File: config.mk
export PLATFORM = sky130hd
export DESIGN_NAME = dds_freq_meter_flat
export DESIGN_NICKNAME = d
export VERILOG_FILES = /design/src/rtl/dds_freq_meter_if.sv /design/src/rtl/dds_freq_meter.sv /design/src/flat_wrapper.sv
export SDC_FILE = /design/constraint.sdc
export NUM_CORES = 1
export LEC_CHECK = 0
export CAP_MARGIN = 30
export CORE_MARGIN = 2
export CORE_UTILIZATION = 45
export CTS_CLUSTER_SIZE = 25
export DETAILED_ROUTE_END_ITERATION = 8
export DONT_BUFFER_PORTS = 1
export GPL_TIMING_DRIVEN = 0
export PLACE_DENSITY = 0.69
export SYNTH_ARGS = -nofsm -noshare
export SYNTH_HDL_FRONTEND = slang
export SYNTH_SLANG_ARGS = --single-unit
File: constraint.sdc
create_clock -name clk -period 4.2 [get_ports clk]
set_input_delay 0.84 -clock clk [delete_from_list [all_inputs] [get_ports clk]]
set_output_delay 0.84 -clock clk [all_outputs]
set_load 0.01 [all_outputs]
File: src/rtl/dds_freq_meter_if.sv
// dds_freq_meter_if: sample stream in, phase increment estimate out.
// The master drives samples and enable; the slave is the meter.
interface dds_freq_meter_if #(
    parameter int M = 24,
    parameter int W = 16
);
    logic         ic_en;
    logic [W-1:0] id_wave;
    logic         ic_val_data;
    logic [M-1:0] od_p_est;
    logic         oc_val_est;
    logic         oc_busy;
    logic         oc_ovf;

    modport master (
        output ic_en,
        output id_wave,
        output ic_val_data,
        input  od_p_est,
        input  oc_val_est,
        input  oc_busy,
        input  oc_ovf
    );

    modport slave (
        input  ic_en,
        input  id_wave,
        input  ic_val_data,
        output od_p_est,
        output oc_val_est,
        output oc_busy,
        output oc_ovf
    );
endinterface

File: src/rtl/dds_freq_meter.sv
// dds_freq_meter: counts samples over 2^P rising zero crossings and
// divides 2^(M+P) by that count to recover the DDS phase increment.
module dds_freq_meter #(
    parameter int M = 24,
    parameter int W = 16,
    parameter int P = 2,
    parameter int C = 20
) (
    input  logic            clk,
    input  logic            ic_rst,
    dds_freq_meter_if.slave bus
);
    // dividend 2^(M+P) has M+P+1 bits, one iteration per bit
    localparam int NB = M + P + 1;
    localparam int IW = $clog2(NB + 1);
    localparam logic [C-1:0]  CMAX  = '1;
    localparam logic [P:0]    XLAST = (P+1)'((1 << P) - 1);
    localparam logic [IW-1:0] IDONE = IW'(NB);

    typedef enum logic [1:0] {
        S_IDLE,
        S_MEASURE,
        S_DIVIDE
    } state_t;

    state_t        state, state_nx;
    logic [C-1:0]  count, count_nx;
    logic [P:0]    xing, xing_nx;
    logic [IW-1:0] iter, iter_nx;
    logic [C-1:0]  rem, rem_nx;
    logic [M-1:0]  quo, quo_nx;
    logic [M-1:0]  p_est, p_est_nx;
    logic          prev_sign;
    logic          val_q, val_nx;
    logic          ovf_q, ovf_nx;
    logic          busy_q, busy_nx;

    logic          accept;
    logic          sign;
    logic          xing_ev;
    logic [C:0]    rem_sh;
    logic [C:0]    rem_sub;
    logic          fits;

    assign accept  = bus.ic_en & bus.ic_val_data;
    assign sign    = bus.id_wave[W-1];
    assign xing_ev = accept & prev_sign & ~sign;

    // only the leading dividend bit is set, so shift in a 1 on the first step
    assign rem_sh  = {rem, (iter == '0)};
    assign rem_sub = rem_sh - {1'b0, count};
    // remainder stays below the divisor, so bit C is a clean borrow flag
    assign fits    = ~rem_sub[C];

    // next-state, counters, divider step and output pulses
    always_comb begin
        state_nx = state;
        count_nx = count;
        xing_nx  = xing;
        iter_nx  = iter;
        rem_nx   = rem;
        quo_nx   = quo;
        p_est_nx = p_est;
        val_nx   = 1'b0;
        ovf_nx   = 1'b0;
        if (!bus.ic_en) begin
            state_nx = S_IDLE;
            count_nx = '0;
            xing_nx  = '0;
            iter_nx  = '0;
            rem_nx   = '0;
            quo_nx   = '0;
        end else begin
            unique case (1'b1)
                state == S_IDLE: begin
                    if (xing_ev) begin
                        state_nx = S_MEASURE;
                        count_nx = '0;
                        xing_nx  = '0;
                    end
                end
                state == S_MEASURE: begin
                    if (accept) begin
                        if (count == CMAX) begin
                            ovf_nx   = 1'b1;
                            state_nx = S_IDLE;
                            count_nx = '0;
                            xing_nx  = '0;
                        end else begin
                            count_nx = count + 1'b1;
                            if (xing_ev) begin
                                xing_nx = xing + 1'b1;
                                if (xing == XLAST) begin
                                    state_nx = S_DIVIDE;
                                    iter_nx  = '0;
                                    rem_nx   = '0;
                                    quo_nx   = '0;
                                end
                            end
                        end
                    end
                end
                state == S_DIVIDE: begin
                    if (iter == IDONE) begin
                        p_est_nx = quo;
                        val_nx   = 1'b1;
                        state_nx = S_IDLE;
                        count_nx = '0;
                        xing_nx  = '0;
                        iter_nx  = '0;
                        rem_nx   = '0;
                        quo_nx   = '0;
                    end else begin
                        rem_nx  = fits ? rem_sub[C-1:0] : rem_sh[C-1:0];
                        quo_nx  = {quo[M-2:0], fits};
                        iter_nx = iter + 1'b1;
                    end
                end
                default: begin
                    state_nx = S_IDLE;
                end
            endcase
        end
        busy_nx = (state_nx == S_MEASURE) || (state_nx == S_DIVIDE);
    end

    // state and datapath registers with synchronous reset
    always_ff @(posedge clk) begin
        if (ic_rst) begin
            state     <= S_IDLE;
            count     <= '0;
            xing      <= '0;
            iter      <= '0;
            rem       <= '0;
            quo       <= '0;
            p_est     <= '0;
            prev_sign <= 1'b0;
            val_q     <= 1'b0;
            ovf_q     <= 1'b0;
            busy_q    <= 1'b0;
        end else begin
            state  <= state_nx;
            count  <= count_nx;
            xing   <= xing_nx;
            iter   <= iter_nx;
            rem    <= rem_nx;
            quo    <= quo_nx;
            p_est  <= p_est_nx;
            val_q  <= val_nx;
            ovf_q  <= ovf_nx;
            busy_q <= busy_nx;
            if (accept) begin
                prev_sign <= sign;
            end
        end
    end

    assign bus.od_p_est   = p_est;
    assign bus.oc_val_est = val_q;
    assign bus.oc_busy    = busy_q;
    assign bus.oc_ovf     = ovf_q;
endmodule

File: src/flat_wrapper.sv
// flat-port wrapper written by rule: the top's interface ports become plain ports
module dds_freq_meter_flat 
#(
    parameter int M = 24,
    parameter int W = 16,
    parameter int P = 2,
    parameter int C = 20
)
  (clk, ic_rst, bus_ic_en, bus_id_wave, bus_ic_val_data, bus_od_p_est, bus_oc_val_est, bus_oc_busy, bus_oc_ovf);
  dds_freq_meter_if #(.M(M), .W(W)) bus_i ();
  input  logic clk;
  input  logic ic_rst;
  input wire logic [$bits(bus_i.ic_en)-1:0] bus_ic_en;
  input wire logic [$bits(bus_i.id_wave)-1:0] bus_id_wave;
  input wire logic [$bits(bus_i.ic_val_data)-1:0] bus_ic_val_data;
  output wire logic [$bits(bus_i.od_p_est)-1:0] bus_od_p_est;
  output wire logic [$bits(bus_i.oc_val_est)-1:0] bus_oc_val_est;
  output wire logic [$bits(bus_i.oc_busy)-1:0] bus_oc_busy;
  output wire logic [$bits(bus_i.oc_ovf)-1:0] bus_oc_ovf;
  assign bus_i.ic_en = bus_ic_en;
  assign bus_i.id_wave = bus_id_wave;
  assign bus_i.ic_val_data = bus_ic_val_data;
  assign bus_od_p_est = bus_i.od_p_est;
  assign bus_oc_val_est = bus_i.oc_val_est;
  assign bus_oc_busy = bus_i.oc_busy;
  assign bus_oc_ovf = bus_i.oc_ovf;
  dds_freq_meter #(.M(M), .W(W), .P(P), .C(C)) u_core (.clk(clk), .ic_rst(ic_rst), .bus(bus_i));
endmodule
==> flow_summary.json, run 1 <==
{
  "num_antenna_cells": 0,
  "gp_congestion": 0.917,
  "start_kind": "register",
  "finalMaxSlewViolations": 0,
  "cts_tree": "done",
  "initial_core_util_pct": 46.0,
  "syn_nets": 753,
  "rsz0062_at_grt": "false",
  "cts_max_level": 3,
  "via_per_inst": 5.72,
  "area_growth_pct": 8.86,
  "io_buffers": 0,
  "hold_depth": 2,
  "finalSetupTns_ns": 0,
  "cp-end-kind": "register",
  "multiInputGateArea_sq_um": 3180,
  "crit_type": "reg2reg",
  "p_leak_nw": 2.09,
  "cts_root_buffer": "clkbuf_16",
  "grt_usage_pct": 21.6,
  "grt_pass1_wl_microns": 22500,
  "fp.dieH_microns": 115,
  "worstPathCellList": "inv_1, ha_1, or4b_2, ha_1, fa_1, nand2b_1, a21oi_1, o21ai_4, o211ai_4, a21oi_1, nor2_2, buf_2, o221ai_1",
  "hpwl_microns": 10400,
  "timing.rr.end": "u_core.rem[17]$_SDFFE_PP0P_",
  "fin_crit_sh_pct": 93.5,
  "ys_types": 68,
  "ys_async_sr_fraction_pct": 0,
  "synth-main-ff-cell": "dfxtp_1",
  "setup_slack_ns": 0.273,
  "cts_buffers": 9,
  "holdWs_ns": 0.456,
  "fill_cells": 1185,
  "r2r_cells": 13,
  "cp_slowest_cell": "or4b_2",
  "drt_iter0_markers": 285,
  "seq_area_sq_um": 2040,
  "hold-path-endpoint": "u_core.quo[23]$_SDFFE_PP0P_",
  "fin_skew_ns": 0.00553,
  "worstReg2RegStart": "u_core.iter[0]$_SDFFE_PP0P_",
  "grt_use_met2_pct": 35.3,
  "cap_violations": 0,
  "dpl_cell_area_sq_um": 5690,
  "clock_path_buffers": 2,
  "utilization_pct": 50.1,
  "crit_buf_inv": 2,
  "grt_pass1_vias": 4652,
  "clkSlewWorstSetupHoldPaths_ns": 0.07,
  "period_minus_slack_ns": 3.93,
  "startpoint": "u_core.iter[0]$_SDFFE_PP0P_",
  "syn_area_sq_um": 5510,
  "die_w_microns": 115,
  "finalInstanceArea_sq_um": 5990,
  "wl_microns": 13900,
  "arrival_ns": 4.15,
  "crit_required_ns": 4.42,
  "max_freq_ghz": 0.255,
  "min_path_type": "reg2reg",
  "gr-total-overflow": 0,
  "ir_drop_v": 0.000262,
  "max_stage_delay_ns": 0.62,
  "pre_cts_slack_ns": 0.202,
  "outcome": "finished, final reports clean",
  "clkLatencyLatePin_ns": 0.35,
  "use_met1_pct": 28.6,
  "drc": 0,
  "ys_seq_area_share_pct": 37.1,
  "core_sq_um": 12000,
  "dr.pass1.iters": 5,
  "finalSetupViolCount": 0,
  "synth-seq-cells": 102,
  "std_cell_rows": 40,
  "power_density_nw_per_um2": 308,
  "finalHoldViolations": 0,
  "die_area_sq_um": 13100,
  "synth-edff-count": 0,
  "clock_sinks": 102,
  "crit_family": "compound AO/OA/AOI/OAI gates",
  "avgSynthCellArea_sq_um": 7.83,
  "hp-start": "u_core.quo[23]$_SDFFE_PP0P_",
  "yosysWarningCount": 0,
  "drt.antenna.violating_nets": 0,
  "worstSetupPathDepth": 13,
  "slew-limit-headroom_pct": 47.4,
  "cts_hold_buf": 0,
  "crit_fanout": 10,
  "antenna_found_initial": 0,
  "pin_count": 47,
  "max_slew.worst_pin.slew_ns": 0.783,
  "busiest_layer": "met2",
  "syn_inst": 703,
  "ff2ff_setup_slack_ns": 0.27,
  "grt.met3_usage_pct": 4.34,
  "vias": 4951,
  "layout.nets": 765,
  "drive_gt1_share_pct": 6.54,
  "wire_per_inst_microns": 16.1,
  "grt_max_degree": 17
}
power by group:
part / switching [mW] / internal [mW]
combinational: 0.0219 / 0.00619
sequential: 0.000493 / 0.967
clock: 0.374 / 0.479
total: 0.397 / 1.45
placed cells by master (no fill, tap or decap), types with 4 or more instances in the layout:
cell type  instances
a21o_1             9
and2_1             4
o21ai_0           17
nand4_1           17
or4_1              4
o211ai_1          16
buf_1              4
nor3_1            21
dfxtp_1          102
buf_2              9
o21a_1             5
and3_1             7
inv_1             34
nor2_1            50
ha_1              29
nand2_1          135
a21oi_1           75
clkbuf_16          9
clkbuf_1          18
nor2b_1            6
nand3_1           41
xnor2_1           24
nor4_1             4
flip-flops by register name, summed over array words and instances (netlist names):
register               cells
u_core.bus.od_p_est       24
u_core.xing                3
u_core.rem                20
u_core.quo                24
u_core.bus.oc_val_est      1
u_core.prev_sign           1
u_core.state               2
u_core.bus.oc_busy         1
u_core.iter                5
u_core.bus.oc_ovf          1
u_core.count              20
layout make-up:
| class | instances | share of cell area, % |
|---|---|---|
| Buffer | 34 | 2.59 |
| Clock inverter | 4 | 0.877 |
| Multi-Input combinational cell | 533 | 53.1 |
| Sequential cell | 102 | 34.1 |
| Tap cell | 147 | 3.07 |
| Clock buffer | 11 | 4.05 |
| Timing Repair Buffer | 1 | 0.125 |
| Inverter | 34 | 2.13 |
cell families (layout without fill, tap and decap cells):
logic type / after synthesis / after routing / share of synthesized area, %
mux: 2 / 2 / 0.364
simple gates: 313 / 313 / 27.0
buf+inv: 68 / 84 / 5.11
flops: 102 / 102 / 37.1
compound gates: 162 / 162 / 19.3
fa+ha+maj: 30 / 30 / 6.95
xor+xnor: 26 / 26 / 4.14
cell usage after synthesis, types with 2 or more instances:
library cell	number	area [sq um]
a31o_2	2	17.5
a211oi_1	2	15.0
nand2b_1	3	18.8
nor2b_1	6	37.5
nand4b_1	3	26.3
buf_2	9	45.0
o221ai_1	3	26.3
dfxtp_1	102	2040
a221o_1	3	30.0
o211ai_2	2	25.0
or2_2	2	12.5
nor2_1	50	188
nand3_1	41	205
a32oi_1	2	17.5
nor4_1	4	25.0
and3_1	7	43.8
clkbuf_1	18	67.6
buf_1	4	15.0
a21oi_1	75	375
nand2_1	135	507
a21o_1	9	67.6
o21ai_0	17	85.1
inv_1	34	128
mux2i_1	2	20.0
a22o_1	2	17.5
and2_1	4	25.0
o31ai_1	3	22.5
ha_1	29	363
nor3_1	21	105
and4_1	3	26.3
or3_4	2	22.5
nand4_1	17	106
a22oi_1	2	15.0
xor2_1	2	17.5
nand3b_1	2	15.0
or4_1	4	30.0
xnor2_1	24	210
o21a_1	5	37.5
o211ai_1	16	120
a31oi_1	3	18.8
buf_4	2	15.0
what timing repair did:
| action | 4_1_cts | 5_1_grt |
|---|---|---|
| setup buffers | 0 | 1 |
| resized for setup | 0 | 2 |
| hold endpoints to repair | 0 | 0 |
| setup endpoints to repair | 0 | 9 |
layer usage:
layer,routed length (microns),share of wire [%],vias to the layer above
met5,0,0,-
met4,222,1.6,0
met3,525,3.8,19
met2,6630,48,111
met1,6550,47,2338
li1,-,-,2483
metrics by stage:
step                      power [mW]  cells
after floorplan                 1.01    703
after global placement          1.02    850
after detailed placement        1.02    850
after CTS                       1.86    865
after global routing            1.91    866
final                           1.85    866
worst max path at each step:
stage / end / slack (ns)
6_report: u_core.rem[17]$_SDFFE_PP0P_ / 0.27
5_1_grt: u_core.rem[13]$_SDFFE_PP0P_ / 0.07
4_1_cts: u_core.rem[10]$_SDFFE_PP0P_ / 0.18
3_5_place_dp: u_core.rem[17]$_SDFFE_PP0P_ / 0.20
3_3_place_gp: u_core.rem[18]$_SDFFE_PP0P_ / 0.19
2_1_floorplan: u_core.rem[12]$_SDFFE_PP0P_ / 0.84
worst register-to-register path, stage by stage, from the launching register on:
cell	delay, ns
dfxtp_1	0.33
inv_1	0.09
ha_1	0.15
or4b_2	0.62
ha_1	0.25
fa_1	0.40
nand2b_1	0.18
a21oi_1	0.37
o21ai_4	0.19
o211ai_4	0.25
a21oi_1	0.25
nor2_2	0.25
buf_2	0.31
o221ai_1	0.15
(Power assumes the default switching activity.)
==> run 2, diff against run 1 <==
==> constraint.sdc (replaced) <==
create_clock -name clk -period 4.2 [get_ports clk]
set_input_delay 0.42 -clock clk [delete_from_list [all_inputs] [get_ports clk]]
set_output_delay 0.42 -clock clk [all_outputs]
set_load 0.01 [all_outputs]
==> results of run 2 <==
Same layout as run 1 (identical final DEF). Status: finished, final reports clean.
Main changes from that run: hold slack 0.456 ns -> 0.218 ns; end point of the worst hold path u_core.quo[23]$_SDFFE_PP0P_ -> u_core.prev_sign$_SDFFE_PP0N_
==> run 3, diff against run 2 <==
--- a/config.mk
+++ b/config.mk
@@ -6,12 +6,12 @@
 export NUM_CORES = 1
 export LEC_CHECK = 0
 export CAP_MARGIN = 30
-export CORE_MARGIN = 2
 export CORE_UTILIZATION = 45
 export CTS_CLUSTER_SIZE = 25
 export DETAILED_ROUTE_END_ITERATION = 8
 export DONT_BUFFER_PORTS = 1
 export GPL_TIMING_DRIVEN = 0
+export MAX_ROUTING_LAYER = met4
 export PLACE_DENSITY = 0.69
 export SYNTH_ARGS = -nofsm -noshare
 export SYNTH_HDL_FRONTEND = slang
==> flow_summary.json, run 3 (synthesis results as in run 1) <==
{
  "die_w_microns": 113,
  "power_density_nw_per_um2": 305,
  "min_path_type": "in2reg",
  "power.share.clock_pct": 45.5,
  "vias": 5012,
  "intPower_mw": 1.40,
  "drc": 0,
  "period_minus_slack_ns": 3.93,
  "startpoint": "u_core.iter[0]$_SDFFE_PP0P_",
  "ir_drop_v": 0.000295,
  "slew-limit-headroom_pct": 51.7,
  "finalSetupTns_ns": 0,
  "grt_usage_pct": 22.9,
  "outcome": "finished, final reports clean",
  "timing.rr.end": "u_core.rem[18]$_SDFFE_PP0P_",
  "clock_path_buffers": 2,
  "gp_congestion": 0.956,
  "layout.nets": 764,
  "hold-path-endpoint": "u_core.prev_sign$_SDFFE_PP0N_",
  "gr-total-overflow": 0,
  "max_freq_ghz": 0.254,
  "utilization_pct": 50.0,
  "die_area_sq_um": 12700,
  "hold_depth": 2,
  "via_per_inst": 5.79,
  "arrival_ns": 4.16,
  "finalHoldViolations": 0,
  "start_kind": "register",
  "cp-end-kind": "register",
  "hp-start": "bus_id_wave[15]",
  "fin_skew_ns": 0.0101,
  "cts_root_buffer": "clkbuf_16",
  "antenna_found_initial": 0,
  "dr.pass1.iters": 5,
  "fp.dieH_microns": 113,
  "dp_cells": 850,
  "comb_power_share_pct": 1.5,
  "cap_violations": 0,
  "clkSlewWorstSetupHoldPaths_ns": 0.08,
  "fin_crit_sh_pct": 93.6,
  "p_sw_share_pct": 23.3,
  "multiInputGateArea_sq_um": 3190,
  "initial_core_util_pct": 46.0,
  "wire_per_inst_microns": 15.8,
  "max_slew.worst_pin.slew_ns": 0.719,
  "drive_gt1_share_pct": 6.82,
  "most-common-layout-cells": "135 x nand2_1, 102 x dfxtp_1, 74 x a21oi_1",
  "p_sw_uw": 425,
  "std_cell_rows": 40,
  "grt_max_degree": 19,
  "grt_pass1_vias": 4577,
  "p_leak_nw": 2.08,
  "fill_cells": 1164,
  "cts_tree": "done",
  "r2r_cells": 13,
  "crit_type": "reg2reg",
  "num_antenna_cells": 0,
  "worstReg2RegStart": "u_core.iter[0]$_SDFFE_PP0P_",
  "pin_count": 47,
  "pwr-share-seq_pct": 53.0,
  "crit_fanout": 10,
  "drt_iter0_markers": 376,
  "ff2ff_setup_slack_ns": 0.27,
  "cts_max_level": 3,
  "hpwl_microns": 10100,
  "clkLatencyLatePin_ns": 0.36,
  "cts_buffers": 9,
  "seq_area_sq_um": 2040,
  "layoutNonFillerInstCount": 866,
  "area_growth_pct": 8.73,
  "final_common_cell": "nand2_1",
  "crit_required_ns": 4.43,
  "finalSetupViolCount": 0,
  "grt_pass1_wl_microns": 22400,
  "drt.antenna.violating_nets": 0,
  "rsz0062_at_grt": "false",
  "wl_microns": 13700,
  "core_sq_um": 12000,
  "design_power_total_mw": 1.83,
  "clock_sinks": 102,
  "io_buffers": 0,
  "finalMaxSlewViolations": 0
}
## run 3: cell count changes in the layout (fill, tap and decap cells not counted), sizes merged
cell,previous run,this run
bufinv,1,0
clkinvlp,0,2
buf,17,16
clkbuf,29,28
inv,36,37
## run 3: worst max-delay path by stage
| stage | slack (ns) | end | cells after the start |
|---|---|---|---|
| finish | 0.27 | u_core.rem[18]$_SDFFE_PP0P_ | 13 |
| global route | 0.1 | u_core.rem[10]$_SDFFE_PP0P_ | 13 |
| detailed placement | 0.21 | u_core.rem[13]$_SDFFE_PP0P_ | 13 |
| global placement | 0.22 | u_core.rem[18]$_SDFFE_PP0P_ | 13 |
| CTS | 0.17 | u_core.rem[13]$_SDFFE_PP0P_ | 13 |
| floorplan | 0.84 | u_core.rem[12]$_SDFFE_PP0P_ | 12 |
## run 3: area by class of cell
cell class / instances / area share [%]
Sequential cell: 102 / 34.1
Clock inverter: 6 / 0.878
Clock buffer: 10 / 3.99
Tap cell: 147 / 3.07
Buffer: 34 / 2.59
Multi-Input combinational cell: 533 / 53.2
Inverter: 34 / 2.13
## run 3: what timing repair did
item                                    4_1_cts  5_1_grt
endpoints found under the setup margin        0       12
hold buffers                                  0        0
setup buffers                                 0        0
gates resized for setup                       0        3
hold endpoints to repair                      0        0
## run 3: through the flow
step / hold slack [ns] / instance area [sq um] / setup slack [ns]
after CTS: 0.198 / 5980 / 0.175
after global routing: 0.214 / 5990 / 0.0974
after global placement: 0.439 / 5690 / 0.218
after floorplan: 0.432 / 5510 / 0.837
after detailed placement: 0.454 / 5690 / 0.212
final: 0.204 / 5990 / 0.267
## run 3: routing by layer
layer	global-route usage, %	wire length, microns	vias up
met5	-	0	-
met4	9.07	346	0
met3	5.29	687	25
met2	35.4	6270	150
met1	28.8	6410	2347
li1	-	-	2490
## run 3: power by group through the flow
stage,clock network [mW],registers (mW),logic [mW]
final,0.831,0.967,0.0280
after global routing,0.878,0.967,0.0306
after CTS,0.842,0.967,0.0280
after detailed placement,0,0.990,0.0278
after global placement,0,0.990,0.0276
after floorplan,0,0.990,0.0198
## run 3: critical path, cell delays in order (launching register included)
cell	delay, ns
dfxtp_1	0.33
inv_1	0.10
ha_1	0.16
or4b_2	0.65
ha_1	0.26
fa_1	0.40
nand2b_1	0.20
a21oi_2	0.25
o21ai_4	0.16
o211ai_4	0.25
a21oi_1	0.24
nor2_2	0.32
buf_2	0.32
o221ai_1	0.15
